### src/rtl/regfile_mp_pkg.sv
// Shared types and helpers for the multi-port register file.
// Optional feature macro: REGFILE_MP_PARITY_EN (even parity per stored entry).
package regfile_mp_pkg;

  // Sequencer states: CLR walks the array writing zeros, RUN is normal operation.
  typedef enum logic {
    CLR = 1'b0,
    RUN = 1'b1
  } state_e;

  // Entry 0 is the hardwired-zero register and is never stored.
  localparam int ZERO_ADDR = 0;

  // The parity helper takes a fixed-width word. Callers zero-extend their data
  // into it, which leaves the parity unchanged. Data words must be at most this wide.
  localparam int PAR_MAXW = 64;

  // Even-parity bit of a word: the bit that makes the total count of ones even.
  function automatic logic even_parity(input logic [PAR_MAXW-1:0] d);
    return ^d;
  endfunction

endpackage

### src/rtl/regfile_mp_rdport.sv
// One read port of regfile_mp: gating, write-to-read bypass and array selection.
// Optional feature macro: REGFILE_MP_PARITY_EN (adds the parity check on array reads).
module regfile_mp_rdport
  import regfile_mp_pkg::*;
#(
  parameter int DW = 32,
  parameter int AW = 5
) (
  input  logic          run_i,       // reset released and sequencer in RUN
  input  logic          re_i,
  input  logic [AW-1:0] raddr_i,
  input  logic          we0_i,
  input  logic [AW-1:0] waddr0_i,
  input  logic [DW-1:0] wdata0_i,
  input  logic          we1_i,
  input  logic [AW-1:0] waddr1_i,
  input  logic [DW-1:0] wdata1_i,
  input  logic [DW-1:0] arr_data_i,  // array contents at raddr_i
`ifdef REGFILE_MP_PARITY_EN
  input  logic          arr_par_i,   // stored parity at raddr_i
`endif
  output logic [DW-1:0] rdata_o,
  output logic          perr_o
);

  // Priority chain: gating first, then port 1 bypass, port 0 bypass, array.
  always_comb begin
    rdata_o = '0;
    perr_o  = 1'b0;
    if (!run_i || !re_i || (raddr_i == AW'(ZERO_ADDR))) begin
      rdata_o = '0;
    end else if (we1_i && (waddr1_i == raddr_i)) begin
      rdata_o = wdata1_i;
    end else if (we0_i && (waddr0_i == raddr_i)) begin
      rdata_o = wdata0_i;
    end else begin
      rdata_o = arr_data_i;
`ifdef REGFILE_MP_PARITY_EN
      // Only words actually served from storage can carry a parity fault.
      perr_o  = arr_par_i ^ even_parity(PAR_MAXW'(arr_data_i));
`endif
    end
  end

endmodule

### src/rtl/regfile_mp.sv
// Multi-port GPR file: two prioritised write ports, NRD bypassed read ports,
// and a clear sequencer that zeroes entries 1..DEPTH-1 after reset or on request.
// Optional feature macro: REGFILE_MP_PARITY_EN (even parity bit per entry, perr per port).
module regfile_mp
  import regfile_mp_pkg::*;
#(
  parameter  int DW    = 32,
  parameter  int DEPTH = 32,
  parameter  int NRD   = 2,
  localparam int AW    = $clog2(DEPTH)
) (
  input  logic              clk,
  input  logic              rst_,
  input  logic              clr_req,
  output logic              ready,
  input  logic              we0,
  input  logic [AW-1:0]     waddr0,
  input  logic [DW-1:0]     wdata0,
  input  logic              we1,
  input  logic [AW-1:0]     waddr1,
  input  logic [DW-1:0]     wdata1,
  input  logic [NRD-1:0]    re,
  input  logic [NRD*AW-1:0] raddr,
  output logic [NRD*DW-1:0] rdata,
  output logic [NRD-1:0]    perr
);

  localparam logic [AW-1:0] LAST_ADDR  = AW'(DEPTH - 1);
  localparam logic [AW-1:0] FIRST_ADDR = AW'(1);

  state_e        state_q, state_d;
  logic [AW-1:0] cnt_q, cnt_d;
  logic          run;

  // Entry 0 is declared for simple indexing but never written; reads of it are masked.
  logic [DW-1:0] regs_q [DEPTH];
`ifdef REGFILE_MP_PARITY_EN
  logic          par_q  [DEPTH];
`endif

  // State register: reset (or a mid-clear reset) restarts the walk at entry 1.
  always_ff @(posedge clk) begin
    if (!rst_) begin
      state_q <= CLR;
      cnt_q   <= FIRST_ADDR;
    end else begin
      state_q <= state_d;
      cnt_q   <= cnt_d;
    end
  end

  // Next state: walk entries in CLR; in RUN a clear request restarts the walk.
  always_comb begin
    state_d = state_q;
    cnt_d   = cnt_q;
    if (state_q == CLR) begin
      cnt_d = cnt_q + FIRST_ADDR;
      if (cnt_q == LAST_ADDR) begin
        state_d = RUN;
      end
    end else if (clr_req) begin
      state_d = CLR;
      cnt_d   = FIRST_ADDR;
    end
  end

  // Outputs: ready is forced low while reset is held, independent of state.
  always_comb begin
    ready = rst_ && (state_q == RUN);
    run   = ready;
  end

  // Array writes: zero fill in CLR, else both write ports with port 1 winning
  // on a shared address (its assignment comes last). Reset does not touch contents.
  always_ff @(posedge clk) begin
    if (rst_) begin
      if (state_q == CLR) begin
        regs_q[cnt_q] <= '0;
`ifdef REGFILE_MP_PARITY_EN
        par_q[cnt_q]  <= 1'b0;
`endif
      end else begin
        if (we0 && (waddr0 != AW'(ZERO_ADDR))) begin
          regs_q[waddr0] <= wdata0;
`ifdef REGFILE_MP_PARITY_EN
          par_q[waddr0]  <= even_parity(PAR_MAXW'(wdata0));
`endif
        end
        if (we1 && (waddr1 != AW'(ZERO_ADDR))) begin
          regs_q[waddr1] <= wdata1;
`ifdef REGFILE_MP_PARITY_EN
          par_q[waddr1]  <= even_parity(PAR_MAXW'(wdata1));
`endif
        end
      end
    end
  end

  // One read-port instance per port, each with its own array lookup.
  for (genvar gi = 0; gi < NRD; gi++) begin : g_rd
    logic [AW-1:0] rd_addr;
    logic [DW-1:0] rd_data;
    logic          rd_perr;

    assign rd_addr = raddr[gi*AW +: AW];

    regfile_mp_rdport #(
      .DW(DW),
      .AW(AW)
    ) u_rdport (
      .run_i      (run),
      .re_i       (re[gi]),
      .raddr_i    (rd_addr),
      .we0_i      (we0),
      .waddr0_i   (waddr0),
      .wdata0_i   (wdata0),
      .we1_i      (we1),
      .waddr1_i   (waddr1),
      .wdata1_i   (wdata1),
      .arr_data_i (regs_q[rd_addr]),
`ifdef REGFILE_MP_PARITY_EN
      .arr_par_i  (par_q[rd_addr]),
`endif
      .rdata_o    (rd_data),
      .perr_o     (rd_perr)
    );

    assign rdata[gi*DW +: DW] = rd_data;
    assign perr[gi]           = rd_perr;
  end

endmodule

### config.mk
export PLATFORM = sky130hd
export DESIGN_NAME = regfile_mp
export DESIGN_NICKNAME = d
export VERILOG_FILES = /design/src/rtl/regfile_mp_pkg.sv /design/src/rtl/regfile_mp_rdport.sv /design/src/rtl/regfile_mp.sv
export SDC_FILE = /design/constraint.sdc
export NUM_CORES = 2
export LEC_CHECK = 0
export CELL_PAD_IN_SITES_DETAIL_PLACEMENT = 0
export CELL_PAD_IN_SITES_GLOBAL_PLACEMENT = 2
export CORE_MARGIN = 2
export CORE_UTILIZATION = 47
export DETAILED_ROUTE_END_ITERATION = 7
export GPL_TIMING_DRIVEN = 1
export HOLD_SLACK_MARGIN = 0.12
export PLACE_DENSITY = 0.89
export SLEW_MARGIN = 0
export SYNTH_ARGS = -nofsm -noshare
export SYNTH_HDL_FRONTEND = slang
export SYNTH_SLANG_ARGS = --single-unit
### constraint.sdc
create_clock -name clk -period 8.3 [get_ports clk]
set_input_delay 1.245 -clock clk [delete_from_list [all_inputs] [get_ports clk]]
set_output_delay 1.245 -clock clk [all_outputs]
set_load 0.01 [all_outputs]
==> results.txt <==
The run finished with clean final reports. The run gives 228000 um as the total length of routed wires. The finished layout holds 6619 standard cells, fillers aside. TritonCTS built the clock tree.

For the maximum VDD drop, the log shows 0.172 mV. The number of hold buffers added after CTS was 0. In this run the cell area measured after placement is 62700 um2. The minimum clock period after layout works out to 6370 ps. The part of the Yosys area used for sequential elements was 0.513; the via-per-instance ratio was 6.88. For the pin with the worst max-slew slack, the measured transition is 1430 ps. In this run, the number of DRC markers left after iteration 0 of detailed routing was 7263. Counting the fill cells in the layout gives 10603. In this run, distinct cell masters in the synthesized netlist total 56. The logs give 111 for the total CTS buffers and 3 for the maximum level of the CTS H-tree. Synthesis produced 5140 cells. The clock arrives with 27.4 ps of skew.

The average routed wire per standard cell is 34.5 um, and the number of clock sinks is 1030. The worst setup path is captured at a primary output. The run gives 66200 um2 as the final instance area. The signed area change from the synthesized netlist to the final layout is 9.95%, and the longest individual stage delay on the worst path is 910 ps. The synthesized design contains 1024 enable-type register cells. The ratio of final minimum period to clock period is 0.768, and the static leakage power is 19.0 nW.

Including well taps, the total number of placed cells is 6422. After routing, the total negative slack on setup checks comes to 0 ps. In this design, the largest share of critical-path delay is due to buffers and inverters. Clock latency on the worst-skew pair, taken at its later pin, is 750 ps. Type of the tightest min-delay check: flip-flop to flip-flop. Based on the critical path, the design can be clocked at up to 157 MHz.

In the layout the commonest cells are nand2_1 (1037), o21ai_0 (1028), edfxtp_1 (1024). After global routing the overflow that remains totals 0. Most frequently used flop master after synthesis: edfxtp_1. Setup repair after global routing left no endpoint under its margin. Leading cell type in the layout, fill and taps excluded: nand2_1.

Top-level port count: 158. STA classifies the critical path startpoint as a primary input. The number of hold violations in the final report is 0, and the via count of the first global-routing pass is 43876. The tree is rooted in a clkbuf_16.

The share of synthesized flip-flops with an asynchronous set or reset works out to 0. The logs give 0.473 for the starting density of the core and 4 for the number of antenna violations at the first check in global routing. The tools report the clock network fraction of design power as 0.425. The slowest stage of the critical path belongs to the cell clkdlybuf4s50_1.

Before antenna repair, the detailed router went through 6 iterations. Data on the critical path arrives at its endpoint at 5130 ps. Traced cell by cell, the critical path runs through clkdlybuf4s50_1, or4_1, o211ai_1, o21ba_4, buf_4, buf_4, a32oi_1, nand3b_1, clkdlybuf4s50_1. In this run, synthesis produced a sequential element count of 1030. The max-slew violation count was 0; the number of max-cap violations was 0.

The mapped netlist covers 60200 um2. The overall die height was 362 um. Along the worst path, the maximum fanout reaches 36. The cell internal power dissipation came out at 8.74 mW.

The worst setup path is of the primary input to primary output kind. The tools report the weighted congestion at the end of routability-driven global placement as 0.882. For this run, the number of Yosys warnings is 0. The total global routing track utilization was 0.345.

The design draws 11.6 mW. For this run, the post-layout net count is 4966. The die area is 131000 um2, and the share of power burned in registers is 0.494.

The share of power burned in combinational logic is 0.081, and the post-CTS repair timing setup buffer count is 0. The largest net degree at the start of global routing was 103. The number of buffers added on ports was 155.

The switching part of the total power came out at 0.243. The clock transition at the registers of the reported paths was 70 ps. The fraction of layout cells with a size suffix above 1 was 0.176; the total of cells resized after clock tree synthesis was 0.

The floorplan step set the die width to 362 um. The critical path required time is 7050 ps. The number of buffers and inverters on the critical path was 4. Power spread over the standard cell area amounts to 175 nW/um2. The power spent charging and discharging nets is 2.81 mW, and the number of antenna-violating nets in the routed design is 0. The global-route wire length before repair came out at 321000 um. The total area inside the core boundary comes to 127000 um2. Setup violations remaining at the end of the flow were counted as 0.

Once detailed placement completed, the half-perimeter wirelength came to 132000 um. The routed layout has 45540 vias. The clock passes through at most 3 buffers. Row generation in the floorplan step produced 131 rows.

The relative slew slack was 0.0420; the post-route DRC violation count was 0. A synthesized cell averages 11.7 um2.
## power groups by stage
stage / clock network [mW] / logic [mW] / registers [mW]
2_1_floorplan: 0 / 0.559 / 5.82
3_5_place_dp: 0 / 0.911 / 5.82
5_1_grt: 5.10 / 0.957 / 5.72
6_report: 4.91 / 0.935 / 5.71
4_1_cts: 4.91 / 0.914 / 5.71
3_3_place_gp: 0 / 0.912 / 5.82
## cell families after synthesis
group                      Yosys count  share of synthesized area
and+or+nand+nor                   1319                     0.0934
muxes                              675                      0.212
AOI/OAI and AO/OA                 1368                      0.127
adders and majority gates            2                   0.000416
other                                1                  0.0000623
xor gates and xnor gates            20                    0.00291
DFF                               1030                      0.513
buffers and inverters              725                     0.0509
## cell usage after synthesis (8+ instances only)
library cell	count	area share
edfxtp_1	1024	0.51
nor3_1	28	0.0023
buf_4	11	0.0014
nand3b_1	32	0.0040
inv_1	41	0.0026
o21ai_0	1028	0.085
o221ai_1	62	0.0090
o21bai_1	28	0.0035
a22oi_1	65	0.0081
o21ai_1	29	0.0024
o22ai_1	37	0.0038
buf_2	181	0.015
xor2_1	8	0.0012
buf_1	27	0.0017
nand2b_1	8	0.00083
mux2i_1	194	0.032
clkbuf_1	424	0.026
xnor2_1	12	0.0017
mux4_2	479	0.18
nor4bb_1	30	0.0050
clkbuf_2	37	0.0031
nand3_1	135	0.011
a21oi_1	35	0.0029
nand2_1	1038	0.065
a32oi_1	62	0.0090
## path summary, 6_finish.rpt
path	depth (start not counted)	endpoint	slack (ps)	startpoint
max	9	rdata[53]	1930	raddr[8]
min	2	cnt_q[3]	620	cnt_q[3]
max reg2reg	7	regs_q[27][18]	3450	state_q
min reg2reg	2	cnt_q[3]	620	cnt_q[3]
## registers in the layout, indices dropped and copies added, names as in the netlist
signal and flops:
cnt_q 5, state_q 1, regs_q 1024
## worst register-to-register path, cell delays in order (launching register included)
cell	delay, ps
dfxtp_1	660
and3_1	420
o21a_2	370
buf_4	630
mux2_4	340
nand3_1	350
o21bai_4	1230
buf_4	520
## per-stage QoR
| step | setup slack, ps | hold slack [ps] | util |
|---|---|---|---|
| detailed placement | 2070 | 593 | 0.493 |
| floorplan | 3570 | 559 | - |
| global placement | 2110 | 593 | 0.493 |
| global route | 1910 | 655 | 0.520 |
| CTS | 2070 | 608 | 0.520 |
| finish | 1930 | 619 | 0.520 |
## metal layers
layer,vias to the layer above,track usage,share of wire
li1,19038,-,-
met1,22590,0.442,0.35
met2,3198,0.540,0.46
met3,710,0.0807,0.13
met4,4,0.199,0.063
met5,-,0,0.00012
## final cells by class
class                           instances  area (um2)  share of cell area
Sequential cell                      1030       30900               0.466
Multi-Input combinational cell       3386       26900               0.406
Clock buffer                          138        2920              0.0441
Timing Repair Buffer                  303        2740              0.0414
Tap cell                             1662        2080              0.0314
Clock inverter                         56         515             0.00779
Inverter                               41         156             0.00236
Antenna cell                            3        7.51            0.000113
Power figures use the tool's default switching activity.
